<file path="config.mk">
export PLATFORM = sky130hd
export DESIGN_NAME = pc_fetch_unit
export DESIGN_NICKNAME = d
export VERILOG_FILES = /design/src/rtl/cpu_pkg.sv /design/src/rtl/pc_target_mux.sv /design/src/rtl/pc_fetch_unit.sv
export SDC_FILE = /design/constraint.sdc
export NUM_CORES = 1
export LEC_CHECK = 0
export ABC_AREA = 1
export BUFFER_PORTS_ARGS = -buffer_cell sky130_fd_sc_hd__buf_4
export CORE_MARGIN = 2
export CORE_UTILIZATION = 44
export DETAILED_ROUTE_END_ITERATION = 12
export PLACE_DENSITY = 0.75
export REMOVE_ABC_BUFFERS = 1
export SLEW_MARGIN = 20
export SYNTH_ARGS = -nofsm -noshare
export SYNTH_HDL_FRONTEND = slang
export SYNTH_SLANG_ARGS = --single-unit
export TNS_END_PERCENT = 100
</file>
<file path="constraint.sdc">
create_clock -name CLK -period 1.4 [get_ports CLK]
set_input_delay 0.21 -clock CLK [delete_from_list [all_inputs] [get_ports CLK]]
set_output_delay 0.21 -clock CLK [all_outputs]
set_load 0.1 [all_outputs]
</file>
<file path="src/rtl/cpu_pkg.sv">
// rtl/cpu_pkg.sv - shared encodings for the fetch front end
package cpu_pkg;
  localparam int WORD_W = 32;

  typedef enum logic [1:0] {
    PCSRC_SEQ = 2'b00,
    PCSRC_BR  = 2'b01,
    PCSRC_J   = 2'b10,
    PCSRC_JR  = 2'b11
  } pcsrc_e;

  typedef enum logic {
    ST_REQ     = 1'b0,
    ST_DELIVER = 1'b1
  } fetch_state_e;
endpackage

</file>
<file path="src/rtl/pc_target_mux.sv">
// rtl/pc_target_mux.sv - picks the word-aligned redirect target and flags a redirect
module pc_target_mux
  import cpu_pkg::*;
(
  input  logic [1:0]        PCSrc,
  input  logic              RedirectValid,
  input  logic [WORD_W-1:0] BranchTarget,
  input  logic [WORD_W-1:0] NewJumpADDR,
  input  logic [WORD_W-1:0] JRTarget,
  output logic [WORD_W-1:0] Target,
  output logic              Hit
);
  logic [WORD_W-1:0] raw;

  always_comb begin
    raw = '0;
    case (PCSrc)
      PCSRC_BR: raw = BranchTarget;
      PCSRC_J:  raw = NewJumpADDR;
      PCSRC_JR: raw = JRTarget;
      default:  raw = '0;
    endcase
  end

  // A "sequential" source never redirects, even when qualified
  assign Hit    = RedirectValid && (PCSrc != PCSRC_SEQ);
  assign Target = raw & ~32'h3;
endmodule

</file>
<file path="src/rtl/pc_fetch_unit.sv">
// rtl/pc_fetch_unit.sv - program counter, next-PC select and single-outstanding fetch handshake
module pc_fetch_unit
  import cpu_pkg::*;
#(
  parameter logic [WORD_W-1:0] RESET_PC = 32'h0000_0000
) (
  input  logic              CLK,
  input  logic              RST_N,
  input  logic              Stall,
  input  logic              RedirectValid,
  input  logic [1:0]        PCSrc,
  input  logic [WORD_W-1:0] BranchTarget,
  input  logic [WORD_W-1:0] NewJumpADDR,
  input  logic [WORD_W-1:0] JRTarget,
  output logic              IMemReq,
  output logic [WORD_W-1:0] IMemAddr,
  input  logic              IMemAck,
  input  logic [WORD_W-1:0] IMemRData,
  output logic [WORD_W-1:0] Instr,
  output logic              InstrValid,
  output logic [WORD_W-1:0] PC,
  output logic [WORD_W-1:0] PCPlus4
);
  fetch_state_e      state_q;
  logic              live_q;
  logic [WORD_W-1:0] pc_q;
  logic [WORD_W-1:0] instr_q;
  logic              valid_q;
  logic              pend_q;
  logic [WORD_W-1:0] pend_tgt_q;
  logic [WORD_W-1:0] tgt;
  logic              hit;

  pc_target_mux u_tgt_mux (
    .PCSrc        (PCSrc),
    .RedirectValid(RedirectValid),
    .BranchTarget (BranchTarget),
    .NewJumpADDR  (NewJumpADDR),
    .JRTarget     (JRTarget),
    .Target       (tgt),
    .Hit          (hit)
  );

  // live_q keeps the request low until the first edge after reset release
  always_ff @(posedge CLK or negedge RST_N) begin
    if (!RST_N) begin
      state_q    <= ST_REQ;
      live_q     <= 1'b0;
      pc_q       <= RESET_PC;
      instr_q    <= '0;
      valid_q    <= 1'b0;
      pend_q     <= 1'b0;
      pend_tgt_q <= '0;
    end else if (!live_q) begin
      live_q <= 1'b1;
    end else begin
      case (state_q)
        ST_REQ: begin
          if (IMemAck) begin
            if (hit) begin
              pc_q   <= tgt;
              pend_q <= 1'b0;
            end else if (pend_q) begin
              pc_q   <= pend_tgt_q;
              pend_q <= 1'b0;
            end else begin
              instr_q <= IMemRData;
              valid_q <= 1'b1;
              state_q <= ST_DELIVER;
            end
          end else if (hit) begin
            pend_q     <= 1'b1;
            pend_tgt_q <= tgt;
          end
        end
        ST_DELIVER: begin
          if (Stall) begin
            if (hit) begin
              pend_q     <= 1'b1;
              pend_tgt_q <= tgt;
            end
          end else begin
            pc_q    <= hit ? tgt : (pend_q ? pend_tgt_q : PCPlus4);
            pend_q  <= 1'b0;
            valid_q <= 1'b0;
            state_q <= ST_REQ;
          end
        end
        default: state_q <= ST_REQ;
      endcase
    end
  end

  assign IMemReq    = live_q && (state_q == ST_REQ);
  assign IMemAddr   = pc_q;
  assign PC         = pc_q;
  assign PCPlus4    = pc_q + 32'd4;
  assign Instr      = instr_q;
  assign InstrValid = valid_q;
endmodule

</file>
[Word level (Yosys, flattened, before mapping)]
Index checks and enable logic that the tools add are counted.
Cells by class
  add/sub/neg operators: 1
  eq/ne operators: 10
  muxes and demuxes: 26
  bitwise gates (word level): 3
  reduce and logical (&&, ||, !) cells: 7
Operator list (count)
  2-to-1 mux 32 bit: 9
  case mux 32 bit (2 select lines): 2
  case mux 32 bit (3 select lines): 1
  adder 32 x 3 -> 32 bit (second input constant): 1
  != test 2 bit (second input constant): 6
  2-to-1 mux 1 bit: 11
  AND reduction 5 bit: 2
  case mux 1 bit (2 select lines): 3
  equality test 2 bit (second input constant): 2
  AND reduction 4 bit: 1
  != test 3 bit (second input constant): 1
  inverter 1 bit: 3
  AND reduction 3 bit: 1
  equality test 2 x 1 -> 1 bit (second input constant): 1
  logical AND 1 bit: 2
  nonzero test 2 bit: 1
Storage, ports and cells
  flip-flop bits (word level): 100
  input port bits: 135
  output and inout port bits: 130
  word-level logic and storage cells: 54

[Logic depth before layout (Yosys ltp)]
  depth in word-level cells: 5
  gate-level depth with buffers: 10
  depth with buffers taken out: 10

[Cells and area by module]
From an unflattened synthesis, not the netlist that was laid out.
Second synthesis, totals
  cell total of the unflattened synthesis: 962
  area, all modules: 6746.5 µm²
Modules (own cells, without submodules)
  pc_fetch_unit: times used 1, cells an instance 816, area each 5798.1 µm², seq. area each 2502.4 µm²
  pc_target_mux: times used 1, cells an instance 146, area each 948.4 µm², seq. area each 0.0 µm²

[Least setup slack after synthesis]
No wires, ideal clock.
  kind: register -> register
  start: register pc_q[2], in the netlist IMemAddr[2]
  end: register pc_q[15], in the netlist IMemAddr[15]
  setup time: 0.080 ns
  arrival: 3.959 ns
  data required time: 1.320 ns
  path slack: -2.638 ns
  stages on the path, launching flop included: 8
  path buffers: 0
  period minus slack after synthesis: 4.038 ns
  cell sequence: dfrtp_1 -> inv_1 -> nor2_1 -> nand2_1 -> nor2_1 -> xor2_1 -> nand2_1 -> a21oi_1
Between the ends
  cells in the longest elaborated chain, start to end: 5
Ends and longest elaborated chain
  start: declaration: RTL line pc_fetch_unit.sv:26  | logic [WORD_W-1:0] pc_q;
  start signal: assignment: RTL line pc_fetch_unit.sv:61  | pc_q <= tgt;
  start signal: assignment: RTL line pc_fetch_unit.sv:64  | pc_q <= pend_tgt_q;
  start signal: assignment: RTL line pc_fetch_unit.sv:83  | pc_q <= hit ? tgt : (pend_q ? pend_tgt_q : PCPlus4);
  adder 32 x 3 -> 32 bit: RTL line pc_fetch_unit.sv:97  | assign PCPlus4 = pc_q + 32'd4;
  named net PCPlus4[15]: RTL line pc_fetch_unit.sv:22  | output logic [WORD_W-1:0] PCPlus4
  2-to-1 mux 32 bit (2 in a row): RTL line pc_fetch_unit.sv:83
  2-to-1 mux 32 bit: RTL line pc_fetch_unit.sv:77  | if (Stall) begin
  case mux 32 bit (2 select lines): RTL line pc_fetch_unit.sv:57  | case (state_q)
The timed path passes the listed nets, and every way through them passes these cells. The select of a mux whose other input is x is not followed.
A chain may end at the register's enable or synchronous reset.

[Worst setup path after layout]
  start: register pc_q[22], in the netlist IMemAddr[22]
  end: output port PCPlus4[30]
Between the ends
  cells in the longest elaborated chain, start to end: 1
Ends and longest elaborated chain (RTL line)
  adder 32 x 3 -> 32 bit: pc_fetch_unit.sv:97
  end: declaration: pc_fetch_unit.sv:22
Every way passes these cells.

==> flow_metrics.py <==
metrics = {
    "setup_path": {
        "endpoint_kind": "output pin",
        "rr_startpoint": "IMemAddr[17]",
        "r2r_slack_ns": -0.67,
        "cp_max_fo": 3,
        "crit_arrival_ns": 2.28,
        "rr_endpoint": "IMemAddr[18]",
        "worstRegToRegCells": 9,
        "start_kind": "register",
        "critPathLaunch": "IMemAddr[22]",
        "path_class": "reg2out",
        "crit_required_ns": 1.19,
    },
    "grt": {
        "grt-ovfl-total": 0,
        "grt_pass1_wl_mm": 39.2,
        "grt_usage_pct": 34.9,
        "antenna_found_initial": 1,
        "grt_pass1_vias": 7662,
        "grt_start_max_net_pins": 64,
    },
    "logic_synthesis": {
        "yosys-top-cells-area": "dfrtp_1, nand2_1, mux2_2, nor2_1, buf_4",
        "muxShareOfSynthArea_pct": 8.41,
        "yosysWarnings": 0,
        "synth-simple-area-share_pct": 28.7,
        "synth-xor-area-share_pct": 2.01,
        "synth-main-ff-cell": "dfrtp_1",
        "synth_top_cell_by_area": "dfrtp_1",
        "synth-seq-cells": 100,
        "synthArstFlopShare_pct": 100,
        "synth_edf_count": 0,
        "syn_inst": 784,
        "syn-mean-instance-area_um2": 7.68,
        "synth_fa_ha_area_share_pct": 0.208,
        "synth_top_area_share_pct": 41.5,
        "synth_compound_area_share_pct": 8.60,
        "syn_area_um2": 6020,
        "ys_seq_area_share_pct": 41.5,
        "synth_top_family_by_area": "simple AND/OR/NAND/NOR gates",
        "synth_cell_type_count": 41,
    },
    "final_layout": {
        "final_area_um2": 11600,
        "drive_above_1_share_pct": 57.3,
        "antenna_cells": 0,
        "final_nets": 1294,
        "area_delta_synth_final_pct": 92.1,
    },
    "clock_network": {
        "cts_made_buffers": 9,
        "tritoncts": "built",
        "worstSkewPairLatency_ns": 0.38,
        "root_buffer": "clkbuf_16",
        "cts_max_level": 3,
        "cts.clk_slew.worst_paths_ns": 0.07,
        "clockBufferDepth": 2,
        "cts_num_sinks": 100,
    },
    "floorplan": {
        "initial_core_util_pct": 45.3,
        "die_width_um": 121,
        "die-area_um2": 14600,
        "num_rows": 42,
        "die_h_um": 121,
        "core_um2": 13300,
        "io_pins": 265,
    },
    "place": {
        "post-place-ws_ns": -0.442,
        "hpwl_mm": 14.5,
        "placed_area_um2": 8700,
        "routabilityCongestion": 0.890,
        "portBuffers": 258,
    },
    "detailed_routing": {
        "totalWireLength_mm": 32.3,
        "drtIter0Drc": 1060,
        "via_count": 8124,
        "drt-pass1-iter-count": 8,
        "drc_errors": 0,
        "ant_nets": 0,
        "via_per_inst": 6.08,
        "wl_per_cell_um": 24.2,
    },
    "worst_hold_path": {
        "worstHoldStart": "IMemRData[3]",
        "hold_end": "Instr[3]",
        "hold_class": "in2reg",
        "holdPathStages": 2,
    },
    "timing": {
        "rsz0062_at_grt": "yes",
        "layout_worst_path_cycle_share_pct": 178,
        "worst_slack_ns": -1.09,
        "period_minus_slack_ns": 2.49,
        "fin_worst_skew_ns": 0.0156,
        "finalHoldViolCount": 0,
        "holdWs_ns": 0.0718,
        "slew_viol_final": 0,
        "fmaxAchievable_mhz": 402,
        "setup_viol": 156,
    },
    "run": {
        "maxCapViolations": 0,
    },
    "outcome": {
        "violations": "setup timing",
        "status": "finished with violations",
    },
}
[registers in the layout, indices dropped and copies added (netlist names)]
signal,flops
live_q,1
state_q,1
InstrValid,1
Instr,32
IMemAddr,32
pend_q,1
pend_tgt_q,32
[cells by family after synthesis]
logic type,Yosys count
flops,100
mux,45
xor+xnor,13
buf+inv,123
simple gates,411
other cells,1
fa+ha+maj,1
compound gates,90
[cells in the mapped netlist, types with 7 or more instances]
| library cell | n |
|---|---|
| nand3b_1 | 10 |
| dfrtp_1 | 100 |
| mux2_2 | 43 |
| o21ai_0 | 31 |
| buf_4 | 37 |
| inv_1 | 57 |
| a21oi_1 | 38 |
| buf_2 | 18 |
| nand3_1 | 38 |
| nor2_1 | 81 |
| xor2_1 | 11 |
| nand2_1 | 260 |
| clkbuf_1 | 7 |
| o211ai_1 | 7 |
[worst max-delay path: stages, from the launching register on]
cell	delay, ns
dfrtp_1	0.41
nand2_1	0.14
buf_4	0.16
nor2_1	0.20
nand2_1	0.26
nor2_2	0.20
nand2_1	0.12
nand2_1	0.12
nand2_1	0.11
buf_12	0.19
[repair_timing]
action                                  4_1_cts  5_1_grt
gates resized for setup                     320      220
hold buffers                                  1        0
pin swaps                                    66       43
buffers inserted                             36       32
endpoints found under the hold margin       100        0
gates cloned                                 11        0
endpoints found under the setup margin      125      173
[worst max path at each step]
stage | to | slack (ns) | depth (start not counted)
2_1_floorplan | IMemAddr[15] | -3.51 | 7
3_3_place_gp | PCPlus4[22] | -0.42 | 9
3_5_place_dp | PCPlus4[12] | -0.44 | 7
4_1_cts | PCPlus4[22] | -0.68 | 9
5_1_grt | PCPlus4[27] | -1.15 | 8
6_report | PCPlus4[30] | -1.09 | 9
[per-layer routing]
layer,vias to the layer above,wire length [µm],GRT usage [%]
met5,-,14,0
met4,2,3000,20.6
met3,281,4300,8.79
met2,811,14900,60.6
met1,3831,10100,38.3
li1,3199,-,-
[layout by cell type, fill, tap and decap left out, types with 23 or more instances in the layout]
master,n
inv_1,49
dfrtp_1,96
nand2_1,207
buf_12,71
nand3_1,35
mux2_2,29
buf_6,70
nor2_2,27
buf_4,260
nand2_2,40
nor2_1,38
nor2_4,23
[per-stage QoR]
| step | instances | TNS [ns] | util (%) |
|---|---|---|---|
| 2_1_floorplan | 720 | -236.48 | - |
| 3_3_place_gp | 1259 | -13.75 | 65.4 |
| 3_5_place_dp | 1259 | -16.06 | 65.4 |
| 4_1_cts | 1319 | -30.77 | 80.1 |
| 5_1_grt | 1337 | -51.54 | 87.0 |
| 6_report | 1337 | -46.84 | 87.0 |
[final cells by class]
type                    instances  area (µm²)
clock buffers                  10         229
clock inverters                 4        27.5
fillers                       535        1720
inverters                      59         221
multi-input cells             561        3740
flip-flops and latches        100        2510
well taps                     176         220
repair buffers                427        4620
Power is not shown: default switching activity piles up to over one toggle a cycle in this logic, so the estimate is an artifact.
